**src/rtl/mac_pkg.sv**
```systemverilog
// Shared widths and wrap-around add for the MAC datapath.
package mac_pkg;

    localparam int MAC_IN_W  = 8;
    localparam int MAC_ACC_W = 16;

    // The result width is what truncates the sum, so the carry out is dropped.
    function automatic logic [MAC_ACC_W-1:0] mac_add_wrap(
        input logic [MAC_ACC_W-1:0] acc,
        input logic [MAC_ACC_W-1:0] prod
    );
        return acc + prod;
    endfunction

endpackage

```
**src/rtl/mac_mult.sv**
```systemverilog
// Combinational unsigned IN_W x IN_W multiplier with a full-width product.
module mac_mult #(
    parameter int IN_W = 8
) (
    input  logic [IN_W-1:0]   a,
    input  logic [IN_W-1:0]   b,
    output logic [2*IN_W-1:0] p
);

    always_comb begin
        p = (2*IN_W)'(a) * (2*IN_W)'(b);
    end

endmodule

```
**src/rtl/mac_unit.sv**
```systemverilog
// Unsigned multiply-accumulate: acc <= acc + A*B on every edge, modulo 2^ACC_W.
module mac_unit
    import mac_pkg::*;
#(
    parameter int IN_W  = MAC_IN_W,
    parameter int ACC_W = MAC_ACC_W
) (
    input  logic             clk,
    input  logic             rst,
    input  logic [IN_W-1:0]  A,
    input  logic [IN_W-1:0]  B,
    output logic [ACC_W-1:0] Acc_out
);

    generate
        if (ACC_W < 2*IN_W) begin : g_width_check
            $error("mac_unit: ACC_W (%0d) must be >= 2*IN_W (%0d)", ACC_W, 2*IN_W);
        end
    endgenerate

    logic [2*IN_W-1:0] prod;
    logic [ACC_W-1:0]  prod_ext;
    logic [ACC_W-1:0]  sum;
    logic [ACC_W-1:0]  acc_d;
    logic [ACC_W-1:0]  acc_q;

    mac_mult #(.IN_W(IN_W)) u_mult (
        .a (A),
        .b (B),
        .p (prod)
    );

    assign prod_ext = ACC_W'(prod);

    // Use the shared adder at the package width; any other width wraps natively.
    generate
        if (ACC_W == MAC_ACC_W) begin : g_pkg_add
            assign sum = mac_add_wrap(acc_q, prod_ext);
        end else begin : g_local_add
            assign sum = acc_q + prod_ext;
        end
    endgenerate

    always_comb begin
        acc_d = sum;
    end

    always_ff @(posedge clk or posedge rst) begin
        if (rst) begin
            acc_q <= '0;
        end else begin
            acc_q <= acc_d;
        end
    end

    assign Acc_out = acc_q;

endmodule

```
**config.mk**
```make
export PLATFORM = sky130hd
export DESIGN_NAME = mac_unit
export DESIGN_NICKNAME = d
export VERILOG_FILES = /design/src/rtl/mac_pkg.sv /design/src/rtl/mac_mult.sv /design/src/rtl/mac_unit.sv
export SDC_FILE = /design/constraint.sdc
export NUM_CORES = 1
export LEC_CHECK = 0
export CORE_MARGIN = 2
export CORE_UTILIZATION = 35
export CTS_BUF_LIST = sky130_fd_sc_hd__clkbuf_16
export DETAILED_ROUTE_END_ITERATION = 7
export PLACE_DENSITY = 0.62
export SLEW_MARGIN = 20
export SYNTH_ARGS = -nofsm -noshare
export SYNTH_HDL_FRONTEND = slang
export SYNTH_SLANG_ARGS = --single-unit
```
**constraint.sdc**
```tcl
create_clock -name clk -period 10.3 [get_ports clk]
set_input_delay 3.09 -clock clk [delete_from_list [all_inputs] [get_ports clk]]
set_output_delay 3.09 -clock clk [all_outputs]
set_load 0.01 [all_outputs]
```
# [After elaboration in Yosys (flattened, before gate mapping)]
# Index checks and enable logic that the tools add are counted.
[classes] addsub=1 multipliers=1
[op_table] operator="adder 16 bit" n=1
[op_table] operator="multiplier 8 x 8 -> 16 bit" n=1
[totals] reg_bits=16 in_bits=18 output_inout_bits=16 elab_cells=3

# [Depth between registers and ports, before layout]
# Gate-level depths: netlist of the first run.
[depth] ltp_word=2 ltp_mapped=16 ltp_nobuf=16

# [Hierarchy]
# From an unflattened synthesis of the first run, not the netlist that was laid out.
[unflattened] hier_cells=364 hier_area_um2=3319.4
[modules_own_cells] module="mac_mult" instances=1 cells_each=243 area_each_um2=2109.5 seq_area_each_um2=0.0
[modules_own_cells] module="mac_unit" instances=1 cells_each=121 area_each_um2=1209.9 seq_area_each_um2=400.4

# [Worst setup path after synthesis of the first run]
# Ideal clock, no wire load.
[synth_path] kind="in2reg" from="in B[4]" to="reg acc_q[13], in the netlist Acc_out[13]" setup_ns=0.121 arrival_time_ns=6.444 required_time_ns=10.179 setup_slack_ns=3.735 cell_stages=13 path_buffers=0 cell_sequence="and2_1 > fa_1 > fa_1 > inv_1 > fa_1 > fa_1 > inv_1 > ha_1 > o21a_1 > o31a_4 > o311ai_4 > and4b_1 > nor3_2"
[synth_via] elab_chain_cells=2
[synth_lines] item="start, declared" line_no="mac_unit.sv:11" rtl="input logic [IN_W-1:0] B,"
[synth_lines] item="multiplier 8 x 8 -> 16 bit" line_no="mac_mult.sv:11" rtl="p = (2*IN_W)'(a) * (2*IN_W)'(b);"
[synth_lines] item="adder 16 bit" line_no="mac_pkg.sv:12" rtl="return acc + prod;"
[synth_lines] item="via acc_d[13]" line_no="mac_unit.sv:24" rtl="logic [ACC_W-1:0] acc_d;"
[synth_lines] item="end signal, assigned" line_no="mac_unit.sv:50" rtl="acc_q <= '0;"
[synth_lines] item="end signal, assigned" line_no="mac_unit.sv:52" rtl="acc_q <= acc_d;"
[synth_lines] item="end, declared" line_no="mac_unit.sv:25" rtl="logic [ACC_W-1:0] acc_q;"
# The timed path passes the listed nets, and every way through them passes these cells.

# [Worst setup path after layout of the first run]
[layout_path] from="in A[2]" to="reg acc_q[15], in the netlist Acc_out[15]"
[layout_via] elab_chain_cells=2
[layout_lines] item="start, declared" line_no="mac_unit.sv:10" rtl="input logic [IN_W-1:0] A,"
[layout_lines] item="multiplier 8 x 8 -> 16 bit" line_no="mac_mult.sv:11"
[layout_lines] item="adder 16 bit" line_no="mac_pkg.sv:12"
[layout_lines] item="via acc_d[15]" line_no="mac_unit.sv:24"
# The timed path passes the listed nets, and every way through them passes these cells.

==> flow_metrics.env, run 1 <==
export IMPL_filler_cell_count=812
export IMPL_grt_pass1_vias=2311
export IMPL_ff_latch_area_um2=400
export IMPL_met1_usage_pct=19.9
export IMPL_multi_input_area_um2=2240
export IMPL_drive_above_1_share_pct=2.68
export IMPL_crit_chain="clkdlybuf4s50_1, nand2_1, fa_1, fa_1, inv_1, fa_1, inv_1, fa_1, inv_1, ha_1, o21a_1, o31a_4, o2111ai_1, a31o_1, xnor2_1"
export IMPL_syn_inst=338
export IMPL_yosysUniqueCellTypes=39
export IMPL_busiest_layer="met2"
export IMPL_grt_pass1_wl_um=11000
export IMPL_crit_buf_inv=4
export IMPL_grtUsageMet2_pct=23.0
export IMPL_met3_usage_pct=0.723
export IMPL_drt_wl_total_um=6010
export IMPL_largest_register_ffs=16
export IMPL_fmax_mhz=137
export IMPL_cts_tree="built"
export IMPL_insertion_delay_ps=250
export IMPL_wl_per_cell_um=12.6
export IMPL_cts_sinks=16
export IMPL_cp_arrival_ps=7430
export IMPL_drtAntennaViolNets=0
export IMPL_path_clk_slew_ps=50
export IMPL_timing_worst_setup_path_type="in2reg"
export IMPL_clockRootBuffer="clkbuf_16"
export IMPL_min_path_type="reg2reg"
export IMPL_diodes=0
export IMPL_gp_congestion=0.806
export IMPL_dieArea_um2=9410
export IMPL_cp_start_kind="input pin"
export IMPL_finalCritPeriodShare_pct=70.9
export IMPL_first_iter_violations=68
export IMPL_syn_to_final_growth_pct=17.6
export IMPL_hold_viol=0
export IMPL_syn_cell_area_um2=3030
export IMPL_htree_levels=1
export IMPL_end_kind="register"
export IMPL_required_ps=10430
export IMPL_core_um2=8300
export IMPL_fin_crit_ps=7300
export IMPL_io_pins=34
export IMPL_setup_tns_ps=0
export IMPL_tightest_slew_ps=604
export IMPL_placed_cells=474
export IMPL_status="complete, no violations"
export IMPL_cts_setup_buffers=0
export IMPL_cp_slowest_cell="clkdlybuf4s50_1"
export IMPL_cp_max_fo=8
export IMPL_cts_buffer_depth=2
export IMPL_place_hpwl_um=5430
export IMPL_io_buffers=33
export IMPL_synth_area_per_cell_um2=8.96
export IMPL_ctsResizeCount=0
export IMPL_fp_row_count=33
export IMPL_yosys_register_bits=16
export IMPL_overflow=0
export IMPL_setup_violations=0
export IMPL_path_delay_family="adder cells"
export IMPL_slew_violations=0
export IMPL_relSlewSlack_pct=59.7
export IMPL_die_w_um=97.0
export IMPL_rsz0062_at_grt="false"
export IMPL_slowest_delay_ps=650
export IMPL_crit_path_frequent_cell="fa_1"
export IMPL_fin_nets=477
export IMPL_start_util_pct=36.5
export IMPL_final_cells=478
export IMPL_syn_num_nets=441
export IMPL_drc=0
export IMPL_grt_max_degree=17
export IMPL_via_per_inst=4.51
export IMPL_cts_hold_fix_buffers=0
export IMPL_dr_pass1_iters=4
export IMPL_die_height_um=97.0
export IMPL_numCtsBuffers=3
export IMPL_ys_warn_count=0
export IMPL_fin_skew_ps=2.67
export IMPL_maxCapViolations=0
export IMPL_antenna_found_initial=0
export IMPL_num_vias=2156
export IMPL_gr_usage_all_layers_pct=13.9
export IMPL_ys_seq_area_share_pct=13.2
==> layer usage <==
layer	wire length, µm	vias up
li1	-	1076
met5	0	-
met4	69	0
met3	97	5
met2	2960	22
met1	2890	1053
==> final timing paths <==
check,cells after the start,slack (ps),startpoint,to
max,15,3000,A[2],Acc_out[15]$_DFF_PP0_
min,1,500,Acc_out[0]$_DFF_PP0_,Acc_out[0]$_DFF_PP0_
max reg2reg,14,6290,Acc_out[6]$_DFF_PP0_,Acc_out[13]$_DFF_PP0_
min reg2reg,1,500,Acc_out[0]$_DFF_PP0_,Acc_out[0]$_DFF_PP0_
max in group asynchronous,2,6690,rst,Acc_out[13]$_DFF_PP0_
min in group asynchronous,2,3220,rst,Acc_out[0]$_DFF_PP0_
==> cell families after synthesis <==
| logic type | Yosys count | share of synthesized area [%] |
|---|---|---|
| buf+inv | 103 | 12.8 |
| simple gates | 98 | 17.0 |
| fa+ha+maj | 85 | 47.5 |
| compound gates | 27 | 6.82 |
| flops | 16 | 13.2 |
| xor+xnor | 9 | 2.60 |
==> layout make-up <==
class | count | area share [%]
clock inverters | 1 | 0.105
flip-flops and latches | 16 | 11.2
multi-input cells | 219 | 62.9
well taps | 105 | 3.69
clock buffers | 3 | 2.11
repair buffers | 33 | 9.28
inverters | 101 | 10.7
==> worst reg2reg max path, cell delays in order, from the launching register on <==
cell      delay, ps
dfrtp_1         370
inv_1            80
fa_1            540
inv_1            50
fa_1            510
inv_1            50
fa_1            470
fa_1            550
inv_1            40
ha_1            350
o21a_1          200
o31a_4          130
o311ai_4        250
and4b_1         250
nor3_2           50
==> stage by stage <==
step	setup WS [ps]	hold slack, ps	utilization, %	area [µm²]
finish	3000	500	42.9	3560
global route	2780	561	42.9	3560
CTS	2990	507	42.9	3560
detailed placement	2750	495	41.9	3480
global placement	2790	490	41.9	3480
floorplan	3740	545	-	3030
==> synthesized netlist by cell type <==
cell type,number,area [µm²]
a211oi_1,2,15.0
a21boi_1,1,7.51
a21o_1,1,7.51
a21oi_1,10,50.1
a21oi_2,1,8.76
a31o_1,1,8.76
and2_1,34,213
and3_1,1,6.26
and4b_1,1,10.0
buf_2,1,5.00
clkbuf_1,1,3.75
dfrtp_1,16,400
fa_1,50,1000
ha_1,35,438
inv_1,101,379
nand2_1,36,135
nand2b_1,1,6.26
nand3_1,4,20.0
nand3b_1,1,7.51
nand4_1,1,6.26
nand4b_1,1,8.76
nor2_1,10,37.5
nor2b_1,1,6.26
nor2b_4,1,13.8
nor3_1,1,5.00
nor3_2,1,10.0
nor4b_1,2,17.5
o2111ai_1,1,8.76
o211ai_1,1,7.51
o21a_1,3,22.5
o21ai_0,1,5.00
o21ai_1,2,10.0
o21bai_2,1,11.3
o311ai_4,1,26.3
o31a_4,1,17.5
or2_2,1,6.26
or3_1,1,6.26
xnor2_1,8,70.1
xor2_1,1,8.76
==> layout by cell type, fill, tap and decap left out, types with 2 or more instances in the layout <==
cell type / count
inv_1: 101
fa_1: 50
nand2_1: 36
ha_1: 35
and2_1: 34
clkdlybuf4s50_1: 33
dfrtp_1: 16
a21oi_1: 10
nor2_1: 10
xnor2_1: 8
nand3_1: 4
o21a_1: 3
clkbuf_16: 3
nor4b_1: 2
o21ai_1: 2
a211oi_1: 2
Power of run 1 is left out: the tool's default activity adds up to more than one toggle a clock period on the data nets, which glitch-free logic cannot reach.
==> inputs of run 2 (changes only) <==
PLACE_DENSITY = 0.64   (was 0.62)
clock period = 6.7 ns   (was 10.3 ns; I/O delays follow)
==> run 2 against run 1 <==
Effect of this change: via count up 3.0%; non-clock buffer count grew 1; clock-buffer cell count unchanged; die area unchanged; sequential cell count unchanged; clock skew is 0.77 ps higher; sequential share of layout area about the same; worst setup slack got worse by 2400 ps; critical endpoint is now Acc_out[13]$_DFF_PP0_.
==> flow_metrics.env, run 2 (same netlist as run 1, synthesis figures left out) <==
export IMPL_status="complete, no violations"
export IMPL_num_vias=2220
export IMPL_fmax_mhz=163
export IMPL_wl_per_cell_um=13.4
export IMPL_drive_above_1_share_pct=2.94
export IMPL_numCtsBuffers=3
export IMPL_htree_levels=1
export IMPL_relSlewSlack_pct=56.5
export IMPL_fin_skew_ps=3.43
export IMPL_tightest_slew_ps=652
export IMPL_cp_start_kind="input pin"
export IMPL_cts_hold_fix_buffers=0
export IMPL_crit_chain="clkdlybuf4s50_1, nand2_1, fa_1, inv_1, fa_1, inv_1, fa_1, fa_1, inv_1, ha_1, o21a_1, o31a_4, o311ai_4, and4b_1, nor3_2"
export IMPL_gr_usage_all_layers_pct=14.4
export IMPL_hold_viol=0
export IMPL_fp_row_count=33
export IMPL_r2r_slack_ps=2700
export IMPL_setup_tns_ps=0
export IMPL_end_kind="register"
export IMPL_cts_tree="built"
export IMPL_finalCritPeriodShare_pct=91.6
export IMPL_drc=0
export IMPL_post_dp_cell_area_um2=3490
export IMPL_place_hpwl_um=5560
export IMPL_final_area_um2=3570
export IMPL_crit_buf_inv=4
export IMPL_drt_wl_total_um=6420
export IMPL_io_buffers=33
export IMPL_drtAntennaViolNets=0
export IMPL_cp_slowest_cell="clkdlybuf4s50_1"
export IMPL_die_w_um=97.0
export IMPL_fin_crit_ps=6130
export IMPL_dieArea_um2=9410
export IMPL_diodes=0
export IMPL_syn_to_final_growth_pct=17.8
export IMPL_required_ps=6840
export IMPL_insertion_delay_ps=250
export IMPL_via_per_inst=4.63
export IMPL_cp_max_fo=8
export IMPL_crit_path_frequent_cell="fa_1"
export IMPL_first_iter_violations=99
export IMPL_timing_worst_setup_path_type="in2reg"
export IMPL_clockRootBuffer="clkbuf_16"
export IMPL_fin_nets=478
export IMPL_overflow=0
export IMPL_die_height_um=97.0
export IMPL_filler_cell_count=809
export IMPL_path_clk_slew_ps=50
export IMPL_cts_setup_buffers=0
export IMPL_rsz0062_at_grt="false"
export IMPL_start_util_pct=36.5
export IMPL_slew_violations=0
export IMPL_setup_violations=0
export IMPL_ctsResizeCount=0
export IMPL_gp_congestion=0.794
export IMPL_io_pins=34
export IMPL_slowest_delay_ps=680
export IMPL_cts_buffer_depth=2
export IMPL_cts_sinks=16
export IMPL_maxCapViolations=0
export IMPL_final_common_cell="inv_1"
export IMPL_core_um2=8300
export IMPL_grt_pass1_wl_um=11200
export IMPL_path_delay_family="adder cells"
export IMPL_cp_arrival_ps=6270
export IMPL_grt_pass1_vias=2360
export IMPL_min_path_type="reg2reg"
export IMPL_largest_register_ffs=16
export IMPL_worst_hold_slack_ps=510
export IMPL_dr_pass1_iters=4
export IMPL_grt_max_degree=17
export IMPL_antenna_found_initial=0
export IMPL_most_common_layout_cells="101 x inv_1, 50 x fa_1, 36 x nand2_1"
## run 2: cell count changes in the layout (fill, tap and decap cells not counted), sizes merged
cell | previous run | this run
buf | 0 | 1
## run 2: worst paths after layout
path	start	end	cells past startpoint
max	A[5]	Acc_out[13]$_DFF_PP0_	15
min	Acc_out[0]$_DFF_PP0_	Acc_out[0]$_DFF_PP0_	1
max reg2reg	Acc_out[6]$_DFF_PP0_	Acc_out[13]$_DFF_PP0_	14
min reg2reg	Acc_out[0]$_DFF_PP0_	Acc_out[0]$_DFF_PP0_	1
max in group asynchronous	rst	Acc_out[10]$_DFF_PP0_	2
min in group asynchronous	rst	Acc_out[0]$_DFF_PP0_	2
## run 2: final cells by class
| type | count | area [µm²] | area share, % |
|---|---|---|---|
| repair buffers | 34 | 338 | 9.47 |
| inverters | 101 | 379 | 10.6 |
| well taps | 105 | 131 | 3.68 |
| flip-flops and latches | 16 | 400 | 11.2 |
| multi-input cells | 219 | 2240 | 62.8 |
| clock inverters | 1 | 3.75 | 0.105 |
| clock buffers | 3 | 75.1 | 2.10 |
## run 2: per-layer routing
metal / wire (µm) / track usage (%)
met5: 0 / 0
met4: 70 / 3.90
met3: 187 / 1.59
met2: 3110 / 23.8
met1: 3060 / 20.1
## run 2: worst reg2reg max path, delay by kind of cell, from the launching register on
family | cells | cell delay [ps]
buffers and inverters | 4 | 200
DFF | 1 | 360
adders and majority gates | 5 | 2410
AOI/OAI and AO/OA | 3 | 590
and+or+nand+nor | 2 | 310
## run 2: per-stage QoR
step | utilization, % | setup WS (ps) | std cells
after floorplan | - | 1220 | 338
after global placement | 42.0 | 371 | 475
after detailed placement | 42.0 | 333 | 475
after CTS | 43.0 | 574 | 479
after global routing | 43.0 | 366 | 479
final | 43.0 | 566 | 479
Power of run 2 is left out for the same reason.
